`src/rtl/hiscore_bridge_leaf_pkg.sv`:
```
// Shared types and helpers for the high-score bridge leaf.
// Holds the transfer state encoding, the default window base and
// big-endian byte-lane helpers used when splitting or assembling words.
package jailbreak;

    typedef enum logic [1:0] {
        IDLE  = 2'd0,
        XFER  = 2'd1,
        DRAIN = 2'd2
    } hs_state_e;

    localparam logic [31:0] HS_BASE_ADDR  = 32'h00200000;
    localparam int          HS_SIZE_BYTES = 1024;

    // Lane 0 is the most significant byte, lane 3 the least (big-endian).
    function automatic logic [7:0] lane_byte(input logic [31:0] word, input logic [1:0] lane);
        logic [7:0] result;
        case (lane)
            2'd0:    result = word[31:24];
            2'd1:    result = word[23:16];
            2'd2:    result = word[15:8];
            default: result = word[7:0];
        endcase
        return result;
    endfunction

    // Returns word with one big-endian lane replaced by data.
    function automatic logic [31:0] lane_merge(input logic [31:0] word, input logic [1:0] lane,
                                               input logic [7:0] data);
        logic [31:0] result;
        result = word;
        case (lane)
            2'd0:    result[31:24] = data;
            2'd1:    result[23:16] = data;
            2'd2:    result[15:8]  = data;
            default: result[7:0]   = data;
        endcase
        return result;
    endfunction

endpackage

```
`src/rtl/hiscore_bridge_leaf_if.sv`:
```
// Bundle of the bridge-side bus and the byte-wide high-score RAM port.
// The leaf uses the slave modport; the host/arbiter side uses master.
interface hiscore_bridge_leaf_if #(
    parameter int ADDR_W = 10
);

    logic [31:0]       bridge_addr;
    logic              bridge_wr;
    logic [31:0]       bridge_wr_data;
    logic              bridge_rd;

    logic              hs_selected;
    logic [31:0]       hs_rd_data;
    logic              hs_busy;
    logic              hs_drop;

    logic              ram_req;
    logic              ram_gnt;
    logic [ADDR_W-1:0] ram_addr;
    logic              ram_wr;
    logic [7:0]        ram_wdata;
    logic [7:0]        ram_rdata;

    modport master (
        output bridge_addr, bridge_wr, bridge_wr_data, bridge_rd,
        input  hs_selected, hs_rd_data, hs_busy, hs_drop,
        input  ram_req, ram_addr, ram_wr, ram_wdata,
        output ram_gnt, ram_rdata
    );

    modport slave (
        input  bridge_addr, bridge_wr, bridge_wr_data, bridge_rd,
        output hs_selected, hs_rd_data, hs_busy, hs_drop,
        output ram_req, ram_addr, ram_wr, ram_wdata,
        input  ram_gnt, ram_rdata
    );

endinterface

```
`src/rtl/hiscore_bridge_leaf.sv`:
```
// Bridge leaf exposing the high-score byte RAM as a word window.
// Each bridge word access becomes four big-endian byte accesses on the
// shared RAM port; read bytes are assembled in a shadow word that only
// becomes visible on hs_rd_data once all four bytes have arrived.
module hiscore_bridge_leaf
    import jailbreak::*;
#(
    parameter logic [31:0] BASE_ADDR  = HS_BASE_ADDR,
    parameter int          SIZE_BYTES = HS_SIZE_BYTES,
    parameter int          ADDR_W     = $clog2(SIZE_BYTES)
) (
    input  logic                 clk_74a,
    input  logic                 reset_n,
    hiscore_bridge_leaf_if.slave bus
);

    hs_state_e         state;
    hs_state_e         state_next;

    logic [1:0]        byte_idx;
    logic [1:0]        byte_idx_next;
    logic [ADDR_W-1:0] base_q;
    logic              is_write_q;
    logic [31:0]       wdata_q;

    logic [ADDR_W-1:0] ram_addr_q;
    logic              ram_wr_q;
    logic [7:0]        ram_wdata_q;

    logic              rd_valid_q;
    logic [1:0]        rd_lane_q;
    logic [31:0]       shadow_q;
    logic [31:0]       shadow_next;
    logic [31:0]       rd_data_q;
    logic              drop_q;

    logic [31:0]       offset;
    logic              in_window;
    logic [ADDR_W-1:0] word_base;
    logic              strobe;
    logic              start;
    logic              grant;

    // Window decode; subtracting first keeps the upper bound free of overflow.
    assign offset        = bus.bridge_addr - BASE_ADDR;
    assign in_window     = (bus.bridge_addr >= BASE_ADDR) && (offset < 32'(SIZE_BYTES));
    assign word_base     = {offset[ADDR_W-1:2], 2'b00};

    assign strobe        = in_window && (bus.bridge_wr || bus.bridge_rd);
    assign start         = strobe && (state == IDLE);
    assign grant         = (state == XFER) && bus.ram_gnt;
    assign byte_idx_next = byte_idx + 2'd1;

    // State register.
    always_ff @(posedge clk_74a or negedge reset_n) begin
        if (!reset_n) begin
            state <= IDLE;
        end else begin
            state <= state_next;
        end
    end

    // Next-state: four granted bytes per word, reads spend one extra cycle draining.
    always_comb begin
        state_next = state;
        case (state)
            IDLE: begin
                if (start) begin
                    state_next = XFER;
                end
            end
            XFER: begin
                if (grant && (byte_idx == 2'd3)) begin
                    state_next = is_write_q ? IDLE : DRAIN;
                end
            end
            DRAIN: begin
                state_next = IDLE;
            end
            default: begin
                state_next = IDLE;
            end
        endcase
    end

    // Latch the request and drive the registered RAM address/data, advancing only on grant.
    always_ff @(posedge clk_74a or negedge reset_n) begin
        if (!reset_n) begin
            byte_idx    <= 2'd0;
            base_q      <= '0;
            is_write_q  <= 1'b0;
            wdata_q     <= '0;
            ram_addr_q  <= '0;
            ram_wr_q    <= 1'b0;
            ram_wdata_q <= '0;
        end else if (start) begin
            byte_idx    <= 2'd0;
            base_q      <= word_base;
            is_write_q  <= bus.bridge_wr;
            wdata_q     <= bus.bridge_wr ? bus.bridge_wr_data : 32'd0;
            ram_addr_q  <= word_base;
            ram_wr_q    <= bus.bridge_wr;
            ram_wdata_q <= bus.bridge_wr ? lane_byte(bus.bridge_wr_data, 2'd0) : 8'd0;
        end else if (grant) begin
            byte_idx    <= byte_idx_next;
            ram_addr_q  <= base_q | ADDR_W'(byte_idx_next);
            ram_wdata_q <= lane_byte(wdata_q, byte_idx_next);
        end
    end

    // Shadow word with the byte arriving this cycle folded into its lane.
    always_comb begin
        shadow_next = shadow_q;
        if (rd_valid_q) begin
            shadow_next = lane_merge(shadow_q, rd_lane_q, bus.ram_rdata);
        end
    end

    // Read capture pipeline: tag each read grant, store its byte next cycle, publish on DRAIN.
    always_ff @(posedge clk_74a or negedge reset_n) begin
        if (!reset_n) begin
            rd_valid_q <= 1'b0;
            rd_lane_q  <= 2'd0;
            shadow_q   <= '0;
            rd_data_q  <= '0;
        end else begin
            rd_valid_q <= grant && !is_write_q;
            if (grant && !is_write_q) begin
                rd_lane_q <= byte_idx;
            end
            if (rd_valid_q) begin
                shadow_q <= shadow_next;
            end
            if (state == DRAIN) begin
                rd_data_q <= shadow_next;
            end
        end
    end

    // One-cycle pulse for an in-window strobe that arrives while a word is in flight.
    always_ff @(posedge clk_74a or negedge reset_n) begin
        if (!reset_n) begin
            drop_q <= 1'b0;
        end else begin
            drop_q <= strobe && (state != IDLE);
        end
    end

    assign bus.hs_selected = in_window;
    assign bus.hs_rd_data  = rd_data_q;
    assign bus.hs_busy     = (state != IDLE);
    assign bus.hs_drop     = drop_q;
    assign bus.ram_req     = (state == XFER);
    assign bus.ram_addr    = ram_addr_q;
    assign bus.ram_wr      = ram_wr_q;
    assign bus.ram_wdata   = ram_wdata_q;

endmodule
```
`src/flat_wrapper.sv`:
```
// flat-port wrapper written by rule: the top's interface ports become plain ports
module hiscore_bridge_leaf_flat import jailbreak::*;
#(
    parameter logic [31:0] BASE_ADDR  = HS_BASE_ADDR,
    parameter int          SIZE_BYTES = HS_SIZE_BYTES,
    parameter int          ADDR_W     = $clog2(SIZE_BYTES)
)
  (clk_74a, reset_n, bus_bridge_addr, bus_bridge_wr, bus_bridge_wr_data, bus_bridge_rd, bus_hs_selected, bus_hs_rd_data, bus_hs_busy, bus_hs_drop, bus_ram_req, bus_ram_addr, bus_ram_wr, bus_ram_wdata, bus_ram_gnt, bus_ram_rdata);
  hiscore_bridge_leaf_if #(.ADDR_W(ADDR_W)) bus_i ();
  input  logic clk_74a;
  input  logic reset_n;
  input wire logic [$bits(bus_i.bridge_addr)-1:0] bus_bridge_addr;
  input wire logic [$bits(bus_i.bridge_wr)-1:0] bus_bridge_wr;
  input wire logic [$bits(bus_i.bridge_wr_data)-1:0] bus_bridge_wr_data;
  input wire logic [$bits(bus_i.bridge_rd)-1:0] bus_bridge_rd;
  output wire logic [$bits(bus_i.hs_selected)-1:0] bus_hs_selected;
  output wire logic [$bits(bus_i.hs_rd_data)-1:0] bus_hs_rd_data;
  output wire logic [$bits(bus_i.hs_busy)-1:0] bus_hs_busy;
  output wire logic [$bits(bus_i.hs_drop)-1:0] bus_hs_drop;
  output wire logic [$bits(bus_i.ram_req)-1:0] bus_ram_req;
  output wire logic [$bits(bus_i.ram_addr)-1:0] bus_ram_addr;
  output wire logic [$bits(bus_i.ram_wr)-1:0] bus_ram_wr;
  output wire logic [$bits(bus_i.ram_wdata)-1:0] bus_ram_wdata;
  input wire logic [$bits(bus_i.ram_gnt)-1:0] bus_ram_gnt;
  input wire logic [$bits(bus_i.ram_rdata)-1:0] bus_ram_rdata;
  assign bus_i.bridge_addr = bus_bridge_addr;
  assign bus_i.bridge_wr = bus_bridge_wr;
  assign bus_i.bridge_wr_data = bus_bridge_wr_data;
  assign bus_i.bridge_rd = bus_bridge_rd;
  assign bus_hs_selected = bus_i.hs_selected;
  assign bus_hs_rd_data = bus_i.hs_rd_data;
  assign bus_hs_busy = bus_i.hs_busy;
  assign bus_hs_drop = bus_i.hs_drop;
  assign bus_ram_req = bus_i.ram_req;
  assign bus_ram_addr = bus_i.ram_addr;
  assign bus_ram_wr = bus_i.ram_wr;
  assign bus_ram_wdata = bus_i.ram_wdata;
  assign bus_i.ram_gnt = bus_ram_gnt;
  assign bus_i.ram_rdata = bus_ram_rdata;
  hiscore_bridge_leaf #(.BASE_ADDR(BASE_ADDR), .SIZE_BYTES(SIZE_BYTES), .ADDR_W(ADDR_W)) u_core (.clk_74a(clk_74a), .reset_n(reset_n), .bus(bus_i));
endmodule
```
`config.mk`:
```
export PLATFORM = sky130hd
export DESIGN_NAME = hiscore_bridge_leaf_flat
export DESIGN_NICKNAME = d
export VERILOG_FILES = /design/src/rtl/hiscore_bridge_leaf_pkg.sv /design/src/rtl/hiscore_bridge_leaf_if.sv /design/src/rtl/hiscore_bridge_leaf.sv /design/src/flat_wrapper.sv
export SDC_FILE = /design/constraint.sdc
export NUM_CORES = 1
export LEC_CHECK = 0
export BUFFER_PORTS_ARGS = -buffer_cell sky130_fd_sc_hd__buf_2
export CAP_MARGIN = 10
export CORE_MARGIN = 3
export CORE_UTILIZATION = 40
export CTS_BUF_LIST = sky130_fd_sc_hd__clkbuf_2
export CTS_CLUSTER_SIZE = 12
export DETAILED_ROUTE_END_ITERATION = 12
export HOLD_SLACK_MARGIN = 0.06
export PLACE_DENSITY = 0.72
export REMOVE_ABC_BUFFERS = 1
export SLEW_MARGIN = 15
export SYNTH_ARGS = -nofsm -noshare
export SYNTH_HDL_FRONTEND = slang
export SYNTH_SLANG_ARGS = --single-unit
export TNS_END_PERCENT = 30
```
`constraint.sdc`:
```
create_clock -name clk_74a -period 3.05 [get_ports clk_74a]
set_input_delay 0.305 -clock clk_74a [delete_from_list [all_inputs] [get_ports clk_74a]]
set_output_delay 0.305 -clock clk_74a [all_outputs]
set_load 0.005 [all_outputs]
```
==> run metrics <==
Slew Limit Fails=0; DP Cell Count=approximately 740; Synth top cells by count=dfrtp_1, mux2_2, o21ai_0, nand2_1, clkbuf_1; top cell type's share of synthesized area=0.581; worst reg2reg path depth=4; vias per inst=5.30; Mean Syn Cell Area=approximately 12 um^2; global route overflow=0; Layout Nets=721; TritonCTS clock tree=done; H-tree depth=4; CTS Buffer Depth=2; worst hold path stage count=4; DRC Markers=0; core area=13400 um^2; Worst path slowest cell=dlygate4sd3_1; minimum clock period=2880 ps; sw frac=0.233; top cells by area, synth=dfrtp_1, mux2_2, o21ai_0; setup TNS=0 ps; Finished Cell Area=slightly above 7000 um^2; Power, Total=3.12 mW; Antenna Nets Post-Route=0; Clock power frac=0.359; HP Class=in -> reg; WP data required=~2700 ps; Cell Area, Placed=6350 um^2; largest net degree at the start of global routing=66; Initial Util=0.415; Lkg Pwr=3.50 nW; top_reg_cell synth=dfrtp_1; global-route wire length before repair=22100 um; final setup violating endpoints=0; Data arrival, critical path=about 2600 ps; WL per Instance=16.6 um; #FFs+latches synth=between 100 and 150; crit-path max FO=3; TritonCTS Buffers=17; cell internal pwr=2.39 mW; met2 WL post-DR=between 6000 and 7000 um; Tot GR Track Use=0.186; Finished Layout Cells=827; Crit Path Category=in -> out; sequential area share after synthesis=0.581; vias in the first global route=4454; highest routed layer=met4; FMAX=between 300 and 400 MHz; Die Height=124 um; Post-Route M1 WL=5770 um; clk_skew=17.6 ps; crit path cell chain=dlygate4sd3_1, buf_2, nor2_1, dlygate4sd3_1, nand3b_1, a2111oi_1, buf_2; period utilization=0.945; setup bufs post-CTS=0; Die Wd=between 100 and 150 um; RSZ-0062 raised after global routing=no; area leader, netlist=dfrtp_1; diode count=0; net switching power=728 uW; met3 wire length=953 um; number of max-cap violations=0; Netlist Area Pre-Place=between 5000 and 6000 um^2; Sink Count=roughly 130; initial antenna violation count=0; crit path launch type=primary input; Die ar.=15400 um^2; Worst setup EP type=output pin; # IOs=132; synth unique cells=39; Max-slew headroom=0.285; Pwr Density=436 nW/um^2; FILL cells=1146; top-count cell post-synth=dfrtp_1; drt total wl=13700 um; ys async rst share=1.00; drt first pass iters=5; Synth-to-Final Area Change=28.7%; critical path's largest stage delay=a little under 600 ps; Syn Inst Count=464; worst hold-check slack=206 ps; clk slew on worst S/H paths=180 ps; Worst Tran Pin Value=1070 ps; share of cells above drive strength 1=0.370; Peak supply drop=0.323 mV; status=complete, no violations; Rows=42; DR iter-0 viols=274; via count=4386; yosys warns=0; port buffer count=129; proportion of power drawn by combinational gates=0.078; clock tree root driver cell=clkbuf_2; Hold Vio Cnt, Final=0; EDFF count, synth=0; gpl congestion=0.828; Skew-Pair Late Insertion Delay=around 650 ps; post-DP HPWL=8600 um; sequential share of power=0.562
==> kinds of logic after synthesis <==
logic type | Yosys count | share of synthesized area
buffers and inverters | 54 | 0.0394
AND/OR/NAND/NOR | 80 | 0.0738
AO/OA/AOI/OAI | 104 | 0.113
flip-flops | 129 | 0.581
multiplexers | 90 | 0.179
adder cells (fa/ha/maj) | 5 | 0.0113
XOR/XNOR | 2 | 0.00315
==> routing by layer <==
metal / vias up / global-route usage
li1: 2010 / -
met5: - / 0
met3: 21 / 0.0581
met4: 0 / 0.0500
met1: 2185 / 0.234
met2: 170 / 0.312
==> layout make-up <==
cell class                      count  area (um^2)  area share
Sequential cell                   129         3230       0.451
Multi-Input combinational cell    281         2130       0.297
Timing Repair Buffer              188         1240       0.173
Tap cell                          176          220      0.0308
Clock inverter                     13          169      0.0236
Clock buffer                       18         90.1      0.0126
Inverter                           22         82.6      0.0115
==> power groups by stage <==
| stage | clock, mW | combinational (mW) | sequential [mW] |
|---|---|---|---|
| 2_1_floorplan | 0 | 0.0550 | 1.79 |
| 3_3_place_gp | 0 | 0.183 | 1.79 |
| 3_5_place_dp | 0 | 0.192 | 1.79 |
| 4_1_cts | 1.16 | 0.244 | 1.76 |
| 5_1_grt | 1.24 | 0.272 | 1.76 |
| 6_report | 1.12 | 0.244 | 1.76 |
==> cells in the final DEF (no fill, tap or decap), types with 2 or more instances in the layout <==
master and n:
mux2i_1 16, dlygate4sd3_1 54, nor4b_1 2, dfrtp_1 129, or3_1 8, mux2_2 74
ha_1 5, clkinvlp_4 3, a32oi_1 8, inv_1 22, a22o_1 2, clkbuf_2 18
clkinv_1 3, buf_2 128, a222oi_1 8, nand4_1 2, nor3_1 8, clkinv_2 3
and2_1 2, nor2_1 7, nor2b_1 2, buf_4 5, o22ai_1 8, bufinv_16 4
nand3b_1 4, a21oi_1 9, o21ai_0 63, nand2_1 38
==> worst paths after layout <==
| path | start | to | slack [ps] |
|---|---|---|---|
| max | bus_bridge_addr[30] | bus_hs_selected | 170 |
| min reg2reg | u_core.shadow_q[19] | u_core.shadow_q[19] | 520 |
| min in group asynchronous | reset_n | u_core.shadow_q[15] | 260 |
| min | bus_bridge_wr | u_core.wdata_q[4] | 210 |
| max in group asynchronous | reset_n | u_core.wdata_q[3] | 1950 |
| max reg2reg | u_core.state[1] | u_core.base_q[6] | 620 |
==> per-stage QoR <==
step / utilization / setup slack (ps)
final: 0.534 / 168
after global routing: 0.534 / 108
after CTS: 0.534 / 291
after detailed placement: 0.474 / 507
after global placement: 0.474 / 597
after floorplan: - / 210
==> sequential cells by signal, indices dropped and copies added, names as in the netlist <==
register,flops
u_core.state,2
u_core.byte_idx,1
u_core.bus.hs_drop,1
u_core.bus.hs_rd_data,32
u_core.rd_lane_q,2
u_core.bus.ram_wdata,8
u_core.is_write_q,1
u_core.wdata_q,32
u_core.rd_valid_q,1
u_core.base_q,8
u_core.bus.ram_addr,9
u_core.shadow_q,32
==> worst max-delay path, delay by kind of cell <==
kind / cells / cell delay [ps]
AOI/OAI and AO/OA: 1 / 540
and+or+nand+nor: 2 / 230
buffers and inverters: 4 / 1490
==> repair_timing <==
action	in CTS	in global routing
hold buffers	54	0
endpoints found under the hold margin	190	0
endpoints found under the setup margin	0	1
gates resized for setup	0	1
No activity file was read; power rests on OpenSTA's default activity.
